`src/rtl/pixel_pkg.sv`:
```
//==============================================================================
// Module      : pixel_pkg
// Description : Shared types, pixel channel layout and helpers for pixel_stream.
// Revision    : 1.0 - initial release
//==============================================================================
`default_nettype none

package pixel_pkg;

    typedef enum logic [1:0] {
        ST_IDLE  = 2'd0,
        ST_LOAD  = 2'd1,
        ST_TXFER = 2'd2,
        ST_PAUSE = 2'd3
    } state_t;

    localparam int c_G_LSB = 24;
    localparam int c_R_LSB = 16;
    localparam int c_B_LSB = 8;
    localparam int c_W_LSB = 0;

    // Counter must hold 0..max-1 for the longer of the bit period and the pause.
    function automatic int tick_width(input int data_ticks, input int pause_ticks);
        int m;
        m = (data_ticks > pause_ticks) ? data_ticks : pause_ticks;
        return (m < 2) ? 1 : $clog2(m);
    endfunction

    function automatic logic [7:0] scale_chan(input logic [7:0] c, input logic [7:0] bright);
        logic [15:0] p;
        p = {8'd0, c} * ({8'd0, bright} + 16'd1);
        return p[15:8];
    endfunction

    function automatic logic [31:0] scale_word(input logic [31:0] w, input logic [7:0] bright);
        return {scale_chan(w[c_G_LSB +: 8], bright),
                scale_chan(w[c_R_LSB +: 8], bright),
                scale_chan(w[c_B_LSB +: 8], bright),
                scale_chan(w[c_W_LSB +: 8], bright)};
    endfunction

endpackage

`default_nettype wire

```
`src/rtl/pixel_bit_timer.sv`:
```
//==============================================================================
// Module      : pixel_bit_timer
// Description : Bit-period / pause tick counter with registered pulse-width output.
// Revision    : 1.0 - initial release
//==============================================================================
`default_nettype none

module pixel_bit_timer #(
    parameter int DATA_TICKS = 25,
    parameter int T0H        = 6,
    parameter int T1H        = 12,
    parameter int TW         = 11
) (
    input  logic          clk,
    input  logic          rst,
    input  logic          i_en,
    input  logic          i_pause,
    input  logic          i_bit,
    output logic [TW-1:0] o_tick,
    output logic          o_out,
    output logic          o_last
);

    logic          r_run;
    logic          r_pause;
    logic [TW-1:0] r_tick;
    logic          r_out;
    logic [TW-1:0] w_tick_nxt;
    logic          w_last;

    assign w_last = r_run && (r_tick == TW'(DATA_TICKS - 1));

    // i_en / i_pause / i_bit describe the coming cycle, so the line level is
    // registered against the tick it will be shown with.
    always_comb begin
        w_tick_nxt = '0;
        if (i_en) begin
            w_tick_nxt = (r_run && !w_last) ? r_tick + TW'(1) : '0;
        end else if (i_pause) begin
            w_tick_nxt = r_pause ? r_tick + TW'(1) : '0;
        end
    end

    always_ff @(posedge clk) begin
        if (rst) begin
            r_run   <= 1'b0;
            r_pause <= 1'b0;
            r_tick  <= '0;
            r_out   <= 1'b0;
        end else begin
            r_run   <= i_en;
            r_pause <= i_pause && !i_en;
            r_tick  <= w_tick_nxt;
            r_out   <= i_en && (w_tick_nxt < (i_bit ? TW'(T1H) : TW'(T0H)));
        end
    end

    assign o_tick = r_tick;
    assign o_out  = r_out;
    assign o_last = w_last;

endmodule

`default_nettype wire

```
`src/rtl/pixel_stream.sv`:
```
//==============================================================================
// Module      : pixel_stream
// Description : WS2812-style LED chain driver with prefetch, brightness and underrun.
// Revision    : 1.0 - initial release
//==============================================================================
`default_nettype none

module pixel_stream
    import pixel_pkg::*;
#(
    parameter int DATA_TICKS  = 25,
    parameter int T0H         = 6,
    parameter int T1H         = 12,
    parameter int PAUSE_TICKS = 1600,
    parameter int LEDS        = 8,
    parameter int WHITE       = 0
) (
    input  logic        clk,
    input  logic        rst,
    input  logic        start,
    input  logic [7:0]  bright,
    input  logic        pix_valid,
    output logic        pix_ready,
    input  logic [31:0] pix_data,
    output logic        busy,
    output logic        done,
    output logic        underrun,
    output logic        out
);

    localparam int c_BITS = 24 + 8 * WHITE;
    localparam int c_TW   = tick_width(DATA_TICKS, PAUSE_TICKS);
    localparam int c_LW   = $clog2(LEDS + 1);

    state_t          r_state;
    logic [7:0]      r_bright;
    logic [31:0]     r_shift;
    logic [31:0]     r_pf;
    logic            r_pf_full;
    logic [5:0]      r_bit;
    logic [c_LW-1:0] r_acc;
    logic [c_LW-1:0] r_led;
    logic            r_abort;
    logic            r_underrun;

    logic [c_TW-1:0] w_tick;
    logic            w_out;
    logic            w_last;
    logic            w_acc;
    logic [31:0]     w_scaled;
    logic            w_end_led;
    logic            w_more;
    logic            w_next_avail;
    logic [31:0]     w_next_word;
    logic            w_pause_last;
    logic            w_tx_nxt;
    logic            w_pz_nxt;
    logic            w_bit_nxt;

    assign pix_ready = (r_state == ST_LOAD) ||
                       ((r_state == ST_TXFER) && !r_pf_full && (r_acc < c_LW'(LEDS)));
    assign w_acc        = pix_ready && pix_valid;
    assign w_scaled     = scale_word(pix_data, r_bright);
    assign w_end_led    = w_last && (r_bit == 6'(c_BITS - 1));
    assign w_more       = (r_led != c_LW'(LEDS - 1));
    // A pixel arriving exactly on the LED boundary bypasses the prefetch.
    assign w_next_avail = r_pf_full || w_acc;
    assign w_next_word  = r_pf_full ? r_pf : w_scaled;
    assign w_pause_last = (r_state == ST_PAUSE) && (w_tick == c_TW'(PAUSE_TICKS - 1));

    // What the line does next cycle, handed to the timer ahead of time.
    always_comb begin
        w_tx_nxt  = 1'b0;
        w_pz_nxt  = 1'b0;
        w_bit_nxt = 1'b0;
        case (r_state)
            ST_LOAD: begin
                if (w_acc) begin
                    w_tx_nxt  = 1'b1;
                    w_bit_nxt = w_scaled[31];
                end
            end
            ST_TXFER: begin
                if (!w_last) begin
                    w_tx_nxt  = 1'b1;
                    w_bit_nxt = r_shift[31];
                end else if (!w_end_led) begin
                    w_tx_nxt  = 1'b1;
                    w_bit_nxt = r_shift[30];
                end else if (w_more && w_next_avail) begin
                    w_tx_nxt  = 1'b1;
                    w_bit_nxt = w_next_word[31];
                end else begin
                    w_pz_nxt = 1'b1;
                end
            end
            ST_PAUSE: w_pz_nxt = !w_pause_last;
            default: ;
        endcase
    end

    pixel_bit_timer #(
        .DATA_TICKS (DATA_TICKS),
        .T0H        (T0H),
        .T1H        (T1H),
        .TW         (c_TW)
    ) u_timer (
        .clk     (clk),
        .rst     (rst),
        .i_en    (w_tx_nxt),
        .i_pause (w_pz_nxt),
        .i_bit   (w_bit_nxt),
        .o_tick  (w_tick),
        .o_out   (w_out),
        .o_last  (w_last)
    );

    always_ff @(posedge clk) begin
        if (rst) begin
            r_state    <= ST_IDLE;
            r_bright   <= 8'd0;
            r_shift    <= 32'd0;
            r_pf       <= 32'd0;
            r_pf_full  <= 1'b0;
            r_bit      <= 6'd0;
            r_acc      <= '0;
            r_led      <= '0;
            r_abort    <= 1'b0;
            r_underrun <= 1'b0;
        end else begin
            r_underrun <= 1'b0;
            case (r_state)
                ST_IDLE: begin
                    if (start) begin
                        r_bright  <= bright;
                        r_acc     <= '0;
                        r_led     <= '0;
                        r_pf_full <= 1'b0;
                        r_abort   <= 1'b0;
                        r_state   <= ST_LOAD;
                    end
                end
                ST_LOAD: begin
                    if (w_acc) begin
                        r_shift <= w_scaled;
                        r_bit   <= 6'd0;
                        r_acc   <= r_acc + c_LW'(1);
                        r_state <= ST_TXFER;
                    end
                end
                ST_TXFER: begin
                    if (w_acc) begin
                        r_acc <= r_acc + c_LW'(1);
                        if (!w_end_led) begin
                            r_pf      <= w_scaled;
                            r_pf_full <= 1'b1;
                        end
                    end
                    if (w_last) begin
                        if (!w_end_led) begin
                            r_shift <= {r_shift[30:0], 1'b0};
                            r_bit   <= r_bit + 6'd1;
                        end else if (w_more && w_next_avail) begin
                            r_shift   <= w_next_word;
                            r_bit     <= 6'd0;
                            r_led     <= r_led + c_LW'(1);
                            r_pf_full <= 1'b0;
                        end else begin
                            r_state   <= ST_PAUSE;
                            r_pf_full <= 1'b0;
                            if (w_more) begin
                                r_underrun <= 1'b1;
                                r_abort    <= 1'b1;
                            end
                        end
                    end
                end
                ST_PAUSE: begin
                    if (w_pause_last) begin
                        r_state <= ST_IDLE;
                    end
                end
                default: r_state <= ST_IDLE;
            endcase
        end
    end

    assign busy     = (r_state != ST_IDLE) && !w_pause_last;
    assign done     = w_pause_last && !r_abort;
    assign underrun = r_underrun;
    assign out      = w_out;

endmodule

`default_nettype wire

```
`config.mk`:
```
export PLATFORM = sky130hd
export DESIGN_NAME = pixel_stream
export DESIGN_NICKNAME = d
export VERILOG_FILES = /design/src/rtl/pixel_pkg.sv /design/src/rtl/pixel_bit_timer.sv /design/src/rtl/pixel_stream.sv
export SDC_FILE = /design/constraint.sdc
export NUM_CORES = 1
export LEC_CHECK = 0
export ABC_AREA = 1
export BUFFER_PORTS_ARGS = -buffer_cell sky130_fd_sc_hd__buf_2
export CAP_MARGIN = 40
export CORE_ASPECT_RATIO = 1.5
export CORE_MARGIN = 2
export CORE_UTILIZATION = 30
export CTS_CLUSTER_SIZE = 12
export DETAILED_ROUTE_END_ITERATION = 8
export PLACE_DENSITY = 0.53
export SLEW_MARGIN = 20
export SYNTH_ARGS = -nofsm -noshare
export SYNTH_HDL_FRONTEND = slang
export SYNTH_SLANG_ARGS = --single-unit
```
`constraint.sdc`:
```
create_clock -name clk -period 5.1 [get_ports clk]
set_input_delay 0.255 -clock clk [delete_from_list [all_inputs] [get_ports clk]]
set_output_delay 0.255 -clock clk [all_outputs]
set_load 0.01 [all_outputs]
```
Word-level counts from Yosys, hierarchy flattened --
Index checks and enable logic that the tools add are counted.
Cells by class: add/sub/neg operators 5, reductions and logical operators 34, bitwise gates (word level) 3, mux-type cells 56, magnitude comparators 2, multipliers 4, equal/unequal tests 17
Operator list (number):
- 32-bit two-way mux | 5
- 32-bit case mux with 2 select lines | 1
- 8-bit by 16-bit multiplier with 16-bit output | 3
- 11-bit two-way mux | 4
- 4-bit two-way mux | 6
- 6-bit two-way mux | 4
- 1-bit two-way mux | 21
- 8-bit by 9-bit multiplier with 16-bit output | 1
- 4-bit case mux with 2 select lines | 2
- 1-bit logical AND | 12
- 2-bit two-way mux | 6
- 2-bit != test (second input constant) | 6
- 6-bit case mux with 2 select lines | 1
- 6-bit AND reduction | 2
- 11-bit by 1-bit adder with 11-bit output (second input constant) | 1
- 11-bit equality test (second input constant) | 1
- 11-bit by 5-bit equality test with 1-bit output (second input constant) | 1
- 11-bit less-than comparator | 1
- 1-bit case mux with 2 select lines | 5
- 8-bit by 1-bit adder with 9-bit output (second input constant) | 1
- 4-bit by 1-bit adder with 4-bit output (second input constant) | 2
- 2-bit case mux with 4 select lines | 1
- 2-bit nonzero test | 4
- 6-bit by 1-bit adder with 6-bit output (second input constant) | 1
- 17 further kinds | 29
Storage, ports and cells: output and inout bits 5, bits of input ports 44, word-level logic and storage cells 135, flip-flop bits (word level) 105

Depth between registers and ports, before layout --
Gate-level depths: netlist of the first run.
depth after elaboration 15, gate-level depth with buffers 37, depth with buffers taken out 35

Modules after synthesis --
Synthesis of the first run repeated with hierarchy kept, for this count alone.
Second synthesis, totals: cells, all modules 1974, area, all modules 14069.7 µm²
Modules (own cells, without submodules):
- pixel_stream | instances 1, cells each 1850, seq. area each 1821.7 µm², area each 13257.7 µm²
- pixel_bit_timer | instances 1, cells each 124, seq. area each 280.3 µm², area each 812.0 µm²

Worst setup path after synthesis of the first run --
Ideal clock, no wire load.
kind register to register, start point register r_bright[1], end point register u_timer.r_out (netlist: u_timer.o_out), buffers on the path 2, clock period less this slack 5.534 ns, arrival 5.468 ns, slack -0.434 ns, required time 5.034 ns, stages on the path, launching flop included 31, library setup time 0.066 ns, cell sequence dfxtp_1 > ha_1 > nand2_1 > nor2_1 > nand2_1 > clkbuf_1 > clkbuf_1 > nor2_1 > fa_1 > fa_1 > fa_1 > inv_1 > fa_1 > inv_1 > ha_1 > a21oi_1 > o21ai_0 > a21oi_1 > nand2_1 > nand2_1 > nand2_1 > o21ai_0 > inv_1 > nand2_1 > nand2_1 > ha_1 > nor3_1 > nand3_1 > nor2_1 > nand2_1 > a21oi_2
Between the ends: cells in the longest elaborated chain, start to end 10, elaborated cells on any way between the ends 11, those cells by class 1 x add/sub; 1 x mul; 1 x order compare; 7 x mux; 1 x reduce/logical
RTL lines:
- start, declared | line pixel_stream.sv:36 | logic [7:0] r_bright;
- start signal, assigned | line pixel_stream.sv:135 | r_bright <= bright;
- 8-bit by 1-bit adder with 9-bit output (*) | line pixel_pkg.sv:31 | p = {8'd0, c} * ({8'd0, bright} + 16'd1);
- 8-bit by 16-bit multiplier with 16-bit output (*) | line pixel_pkg.sv:31
- 32-bit two-way mux | line pixel_stream.sv:68 | assign w_next_word = r_pf_full ? r_pf : w_scaled;
- 1-bit two-way mux | line pixel_stream.sv:90 | end else if (w_more && w_next_avail) begin
- 1-bit two-way mux | line pixel_stream.sv:87 | end else if (!w_end_led) begin
- 1-bit two-way mux | line pixel_stream.sv:84 | if (!w_last) begin
- 1-bit case mux with 2 select lines (*) | line pixel_stream.sv:76 | case (r_state)
- 4-bit two-way mux (*) | line pixel_bit_timer.sv:54 | r_out <= i_en && (w_tick_nxt < (i_bit ? TW'(T1H) : TW'(T0H)));
- 11-bit less-than comparator (*) | line pixel_bit_timer.sv:54
- 1-bit logical AND (*) | line pixel_bit_timer.sv:54
- end signal, assigned | line pixel_bit_timer.sv:54
- end, declared | line pixel_bit_timer.sv:27 | logic r_out;
Mark *: on every way between the ends. The rest lies on a longest branch, timed or not. A chain may end at the register's enable or synchronous reset.

Worst setup path in the final report of the first run --
Ends and elaborated chain as after synthesis.

==> results of run 1 <==
-- cell usage in the layout (no fill, tap or decap), drive strengths merged, types with 2 or more instances in the layout --
cell type    n
clkbuf      14
o2111ai      2
clkinv       4
buf        192
inv        356
nand3       93
and3         2
a21oi      136
nor4         3
a211oi      14
xnor2       10
or2          7
dfxtp      105
nor3b        2
ha         140
nand2      341
a21o        14
o21bai       5
o21ai      106
nand4       17
o211ai      25
a31oi       11
xor2        20
fa         160
nor2       254
clkinvlp     2
nor3        16
nand3b       2
-- worst paths after layout --
kind,slack (ns),depth (start not counted),endpoint
max,-0.16,32,u_timer.o_out
min,0.15,3,r_bright[2]
max reg2reg,-0.16,32,u_timer.o_out
min reg2reg,0.47,2,r_pf[1]
-- state kept, by name (all words and copies together), names as in the netlist --
| signal | cells |
|---|---|
| r_bright | 8 |
| r_acc | 4 |
| u_timer.r_run | 1 |
| u_timer.o_out | 1 |
| r_state | 2 |
| r_abort | 1 |
| r_pf | 32 |
| r_bit | 6 |
| u_timer.o_tick | 11 |
| u_timer.r_pause | 1 |
| r_shift | 32 |
| underrun | 1 |
| r_pf_full | 1 |
| r_led | 4 |
-- timing repair --
item / in CTS / in global routing
hold buffers: 0 / 0
setup buffers: 9 / 18
setup endpoints to repair: 44 / 53
pin swaps: 35 / 161
cloned: 0 / 2
gates resized for setup: 56 / 253
-- through the flow --
| step | area, um2 | cells |
|---|---|---|
| 3_3_place_gp | 15500 | 2604 |
| 5_1_grt | 17400 | 2647 |
| 3_5_place_dp | 15500 | 2604 |
| 6_report | 17400 | 2647 |
| 4_1_cts | 16200 | 2629 |
| 2_1_floorplan | 14000 | 1920 |
-- cell type report --
type / count / area (um2) / area share
clock buffers: 13 / 260 / 0.0150
clock inverters: 3 / 25.0 / 0.00144
inverters: 359 / 1380 / 0.0793
multi-input cells: 1386 / 11300 / 0.652
flip-flops and latches: 105 / 2110 / 0.121
well taps: 588 / 736 / 0.0424
repair buffers: 193 / 1540 / 0.0888
-- metal layers --
metal | share of wire | wire (um) | GRT usage | up-vias
li1 | - | - | - | 6307
met1 | 0.40 | 16700 | 0.193 | 6263
met2 | 0.55 | 22800 | 0.326 | 202
met3 | 0.023 | 947 | 0.0162 | 61
met4 | 0.029 | 1190 | 0.0620 | 0
met5 | 0 | 0 | 0 | -
-- worst max-delay path: cells and delay by family, from the launching register on --
family          cells  cell delay, ns
compound gates      5            0.74
fa+ha+maj           6            2.21
buf+inv             6            0.47
flops               1            0.36
simple gates       15            1.41
-- logic make-up after synthesis --
family,Yosys count,share of synthesized area
XOR/XNOR,30,0.0190
AND/OR/NAND/NOR,740,0.224
buffers and inverters,429,0.119
AO/OA/AOI/OAI,316,0.128
flip-flops,105,0.152
adder cells (fa/ha/maj),300,0.358
-- report_power, final --
part	internal (W)	switching [W]	leakage (nW)	total (W)
Clock	0.000360	0.000339	0.136	0.000699
Combinational	0.00431	0.00563	7.48	0.00993
Sequential	0.00101	0.000100	0.857	0.00111
==> results.txt, run 1 <==
Place WS - -0.282 ns
Pwr/cell area - 677 mW/mm2
Initial Util - 0.303
Worst vdd ir - 0.327 mV
First-pass GRT wire length - 66000 um
Final wirelength - 41600 um
Core ar. - 0.0456 mm2
Final clock skew - 0.0109 ns
Detailed router's first-iteration violation count - 639
Crit start category - register
Max Slew Vio Count - 0
Clock sink count - 105
Vias/cell - 4.85
Top FF cell, synth - dfxtp_1
Root buf cell - clkbuf_16
Syn Inst Count - 1920
# setup viols final - 10
WHS - 0.148 ns
Syn_nets - 2264
Syn_area_per_cell - 7.21 um2
Start of the worst register-to-register path - r_bright[1]
Fill count - 4696
Crit. End Element - register
Row count - 96
Worst Max-Slew Pin Slew - 0.673 ns
Yosys cell types - 53
Most common cell in the synthesized netlist - inv_1
Final worst path period need - 5.26 ns
Die extent in x - 179 um
Worst stage delay on the critical path - 0.56 ns
Final hold vios - 0
Synth top area cells - fa_1 (23%), dfxtp_1 (15%), ha_1 (13%), inv_1 (9.2%), nand2_1 (9.1%)
Violated checks - setup timing
Critical-path top delay cell - fa_1
# IOs - 49
DRC viols - 0
CTS Buffer Depth - 2
Setup TNS - -0.503 ns
DIE HEIGHT - 267 um
Worst EP arrival - 5.57 ns
CP Data Required Time - 5.41 ns
Status - finished, violations left
Fin crit share - 1.03
Max capacitance violation total - 0
Final setup margin - -0.160 ns
Cell mode on critical path - nand2_1
Via count - 12800
Slew HR - 0.551
Crit. Startpoint - r_bright[1]
Netlist Area Pre-Place - 0.0138 mm2
Antenna Cells - 0
Number of synthesized flops with an enable pin - 0
H-tree level count - 3
Unrepaired setup endpoints after global routing - yes
Number of synthesized register bits - 105
Grt total ovfl - 0
Largest area contributor in the netlist - fa_1
Nets - 2398
Later-pin clock latency in the skew report - 0.38 ns
Post-DRT Antenna Nets - 0
Commonest cells in the synthesized netlist - inv_1 (339), nand2_1 (335), nor2_1 (252)
Leakage - 8.47 nW
Seq/Total Area, Yosys - 0.152
Total Routing Usage GR - 0.170
Critical Path Fanout Max - 4
CTS buffer count - 9
TritonCTS clock tree - done
WL/cell - 15.7 um
Initial antenna violation count - 0
Die ar. - 0.0479 mm2
Port bufs - 48
Vias in the first global route - 13000
DR pass1 iterations - 5
Worst min-delay path class - primary input to register
FMAX - 190 MHz
Pin count of the biggest net entering global routing - 49
Area share of the largest cell type after synthesis - 0.231
Final Util - 0.380
P&R area growth vs syn - 25.3%
Detailed Place HPWL - 32700 um
Routability cong. - 0.864
Type of the worst setup path - register to register
Total power - 0.0117 W
Layout cells sized above 1 - 0.226
Yosys warns - 0
Clock slew seen by the registers of the worst setup and hold paths - 0.08 ns
Post-synth ARST share - 0
Hold path startpoint - bright[2]
No activity file was read; power rests on OpenSTA's default activity.
==> inputs of run 2 (changes only) <==
Settings changed: SETUP_SLACK_MARGIN from default to 0.3, SKIP_CTS_REPAIR_TIMING from default to 1.
==> run 2 against run 1 <==
Effect of this change:
- the run still ends with setup timing left
- clock power is 5.9% higher
- utilization rose by 0.67 points
- non-clock buffer count rose by 30
- global-route usage up 0.17 points
- sequential power is essentially flat
- wire length rose by 0.67%
- die area unchanged
- hold slack gained 0.0062 ns
- cell count increased by 1.1%
- total power up 0.70%
- critical path depth decreased by 1
- critical path type unchanged
==> results.txt, run 2 (synthesis gave the netlist of run 1 again) <==
Crit start category - register
Final wirelength - 41900 um
# IOs - 49
Initial antenna violation count - 1
Cell family with most CP delay - adder cells
Initial Util - 0.303
Slew HR - 0.538
Routed wl met3 - 1100 um
Fill count - 4730
Critical-path top delay cell - fa_1
Final clock skew - 0.0170 ns
TritonCTS clock tree - done
Place WS - -0.326 ns
Worst min-delay path class - primary input to register
Unrepaired setup endpoints after global routing - yes
Antenna Cells - 0
CTS Buffer Depth - 2
Worst EP arrival - 5.62 ns
Max Slew Vio Count - 0
FMAX - 188 MHz
Vias/cell - 4.87
Die ar. - 0.0479 mm2
DRC viols - 0
Routability cong. - 0.862
Layout cells sized above 1 - 0.245
Core ar. - 0.0456 mm2
Worst vdd ir - 0.307 mV
Status - finished, violations left
Die extent in x - 179 um
Violated checks - setup timing
CP Data Required Time - 5.40 ns
Final worst path period need - 5.32 ns
Pin count of the biggest net entering global routing - 49
Nets - 2428
First-pass GRT wire length - 66400 um
P&R area growth vs syn - 27.5%
Detailed router's first-iteration violation count - 528
Final hold vios - 0
Final setup margin - -0.220 ns
Total Routing Usage GR - 0.171
Critical Path Fanout Max - 6
Row count - 96
Port bufs - 48
Type of the worst setup path - register to register
M1 wire length - 16400 um
Root buf cell - clkbuf_16
Clock slew seen by the registers of the worst setup and hold paths - 0.07 ns
Worst stage delay on the critical path - 0.56 ns
Clock sink count - 105
DR pass1 iterations - 5
Vias in the first global route - 13400
Commonest non-fill, non-tap cell in the layout - inv_1
Detailed Place HPWL - 32600 um
Via count - 13000
Pwr/cell area - 670 mW/mm2
WHS - 0.154 ns
Worst Max-Slew Pin Slew - 0.692 ns
Post-DRT Antenna Nets - 0
Later-pin clock latency in the skew report - 0.38 ns
Grt total ovfl - 0
Max capacitance violation total - 0
Most frequent cells in the layout - inv_1 (317), nand2_1 (280), nor2_1 (221)
Crit. End Element - register
# setup viols final - 1
Uppermost routed layer - met4
Total power - 0.0118 W
CTS buffer count - 9
WL/cell - 15.6 um
Metal2 WL - 22700 um
H-tree level count - 3
Fin crit share - 1.04
Critical path buffers and inverters - 5
DIE HEIGHT - 267 um
Leakage - 8.63 nW
-- run 2: worst paths after layout --
check | end | startpoint | cells after the start | slack, ns
max | u_timer.o_out | r_bright[0] | 31 | -0.22
min | r_bright[1] | bright[1] | 3 | 0.15
min reg2reg | r_pf[24] | r_pf[24] | 2 | 0.46
max reg2reg | u_timer.o_out | r_bright[0] | 31 | -0.22
-- run 2: final cells by class --
| class | instances | area [um2] | share of cell area |
|---|---|---|---|
| Clock buffer | 10 | 239 | 0.0135 |
| Timing Repair Buffer | 223 | 1830 | 0.104 |
| Inverter | 359 | 1370 | 0.0774 |
| Tap cell | 588 | 736 | 0.0417 |
| Sequential cell | 105 | 2100 | 0.119 |
| Multi-Input combinational cell | 1386 | 11300 | 0.641 |
| Clock inverter | 6 | 66.3 | 0.00376 |
-- run 2: report_power, final --
group	total [W]	switching, W	internal (W)
sequential	0.00111	0.000102	0.00101
combinational	0.00997	0.00554	0.00443
clock	0.000740	0.000344	0.000397
total	0.0118	0.00598	0.00584
-- run 2: stage by stage --
step / setup TNS (ns) / area (um2) / std cells / utilization
floorplan: 0 / 14000 / 1920 / -
global placement: -3.64 / 15600 / 2613 / 0.342
detailed placement: -6.60 / 15600 / 2613 / 0.342
CTS: -8.24 / 15900 / 2629 / 0.349
global route: -2.76 / 17700 / 2677 / 0.387
finish: -0.220 / 17700 / 2677 / 0.387
-- run 2: routing by layer --
metal  vias to the layer above  track usage
met4                         0       0.0664
met2                       219        0.332
met1                      6370        0.192
li1                       6373            -
met3                        84       0.0158
met5                         -            0
-- run 2: worst min-delay path: cells and delay by family --
kind,cells,cell delay [ns]
AO/OA/AOI/OAI,1,0.08
buffers and inverters,1,0.08
AND/OR/NAND/NOR,1,0.08
==> inputs of run 3 (changes only) <==
==> constraint.sdc (replaced) <==
create_clock -name clk -period 5.1 [get_ports clk]
set_input_delay 0.51 -clock clk [delete_from_list [all_inputs] [get_ports clk]]
set_output_delay 0.51 -clock clk [all_outputs]
set_load 0.01 [all_outputs]
==> run 3 against run 2 <==
Effect of this change:
- design area is 4.4% lower
- hold slack better by 0.27 ns
- fmax is 1.4% higher
- the run still ends with setup timing left
- cell count is 0.82% lower
- critical path depth is 1 higher
- critical path type unchanged
- via count is 1.3% lower
- first-iteration DRC count is 7.2% lower
- largest power group unchanged
==> results.txt, run 3 (synthesis gave the netlist of run 1 again) <==
Status - finished, violations left
Violated checks - setup timing
Cell family with most CP delay - adder cells
Root buf cell - clkbuf_16
Clock share of power - 0.063
Final clock skew - 0.0118 ns
Start of the worst register-to-register path - r_bright[0]
Initial Util - 0.303
Dpl cells - 2623
Clock slew seen by the registers of the worst setup and hold paths - 0.08 ns
Max capacitance violation total - 0
# setup viols final - 3
Unrepaired setup endpoints after global routing - yes
FMAX - 191 MHz
Detailed router's first-iteration violation count - 490
Final instance area - 0.0169 mm2
Final setup margin - -0.149 ns
Worst Max-Slew Pin Slew - 0.620 ns
Crit start category - register
Via count - 12900
Vias in the first global route - 13600
Sequential power share - 0.104
Place WS - -0.315 ns
Initial antenna violation count - 1
Clock sink count - 105
Port bufs - 48
Worst stage delay on the critical path - 0.51 ns
Dpl cell area - 0.0157 mm2
Crit. End Element - register
WHS - 0.423 ns
Die extent in x - 179 um
Vias/cell - 4.85
Setup TNS - -0.304 ns
Later-pin clock latency in the skew report - 0.36 ns
Slew HR - 0.586
DR pass1 iterations - 5
Row count - 96
Antenna Cells - 0
# IOs - 49
Sw Share - 0.513
Comb pwr share - 0.833
Pwr/cell area - 635 mW/mm2
Layout cells sized above 1 - 0.189
Core ar. - 0.0456 mm2
Crit. Startpoint - r_bright[0]
P_int - 0.00522 W
Cell mode on critical path - nand2_1
Worst vdd ir - 0.332 mV
Leakage - 8.39 nW
Detailed Place HPWL - 32700 um
Final hold vios - 0
Commonest non-fill, non-tap cell in the layout - inv_1
Hold path startpoint - bright[1]
Total Routing Usage GR - 0.174
WL/cell - 15.4 um
Post-DRT Antenna Nets - 0
CP Data Required Time - 5.40 ns
H-tree level count - 3
Worst EP arrival - 5.55 ns
Critical-path top delay cell - fa_2
NetSw - 0.00550 W
DIE HEIGHT - 267 um
Final worst path period need - 5.25 ns
Worst min-delay path class - primary input to register
Type of the worst setup path - register to register
CTS buffer count - 9
Routability cong. - 0.874
Fin crit share - 1.03
Critical path buffers and inverters - 6
Non-Filler Instances - 2655
Grt total ovfl - 0
Nets - 2406
TritonCTS clock tree - done
P&R area growth vs syn - 21.9%
CTS Buffer Depth - 2
Final wirelength - 40800 um
Die ar. - 0.0479 mm2
First-pass GRT wire length - 67500 um
Max Slew Vio Count - 0
Critical Path Fanout Max - 5
DRC viols - 0
Pin count of the biggest net entering global routing - 54
Most frequent cells in the layout - inv_1 (328), nand2_1 (307), nor2_1 (232)
run 3: cell types whose count changed in the layout (fill, tap and decap cells not counted), sizes merged:
cell,previous run,this run
clkbuf,12,15
clkinvlp,1,2
bufinv,1,0
inv,357,356
clkinv,6,3
buf,221,200
run 3: worst paths after layout:
kind                                 endpoint  slack, ns  cells past startpoint
worst max-delay path            u_timer.o_out      -0.15                     32
worst min-delay path              r_bright[1]       0.42                      3
worst max register to register  u_timer.o_out      -0.15                     32
worst min register to register       r_pf[25]       0.46                      2
run 3: tightest hold or removal path, cell delays in order:
cell,delay [ns]
buf_2,0.08
o21ai_0,0.08
nor2_1,0.08
run 3: power by group through the flow:
stage / logic [W] / clock network [W] / registers, W
after detailed placement: 0.00777 / 0 / 0.00113
after global placement: 0.00768 / 0 / 0.00112
final: 0.00893 / 0.000677 / 0.00111
after CTS: 0.00786 / 0.000700 / 0.00111
after floorplan: 0.00495 / 0 / 0.00110
after global routing: 0.0100 / 0.000731 / 0.00114
run 3: routing by layer:
| metal | global-route usage | vias to the layer above | routed length, um |
|---|---|---|---|
| met5 | 0 | - | 0 |
| met1 | 0.194 | 6296 | 16100 |
| met4 | 0.0626 | 0 | 1480 |
| met2 | 0.338 | 188 | 22300 |
| met3 | 0.0166 | 72 | 944 |
| li1 | - | 6325 | - |
run 3: area by class of cell:
class / count / area, um2
repair buffers: 201 / 1530
fillers: 4875 / 28800
clock inverters: 2 / 12.5
flip-flops and latches: 105 / 2110
multi-input cells: 1386 / 10900
well taps: 588 / 736
clock buffers: 14 / 264
inverters: 359 / 1360
run 3: through the flow:
stage | total power [W] | utilization
final | 0.0107 | 0.370
after global routing | 0.0119 | 0.370
after CTS | 0.00966 | 0.350
after detailed placement | 0.00890 | 0.344
after global placement | 0.00880 | 0.344
after floorplan | 0.00605 | -
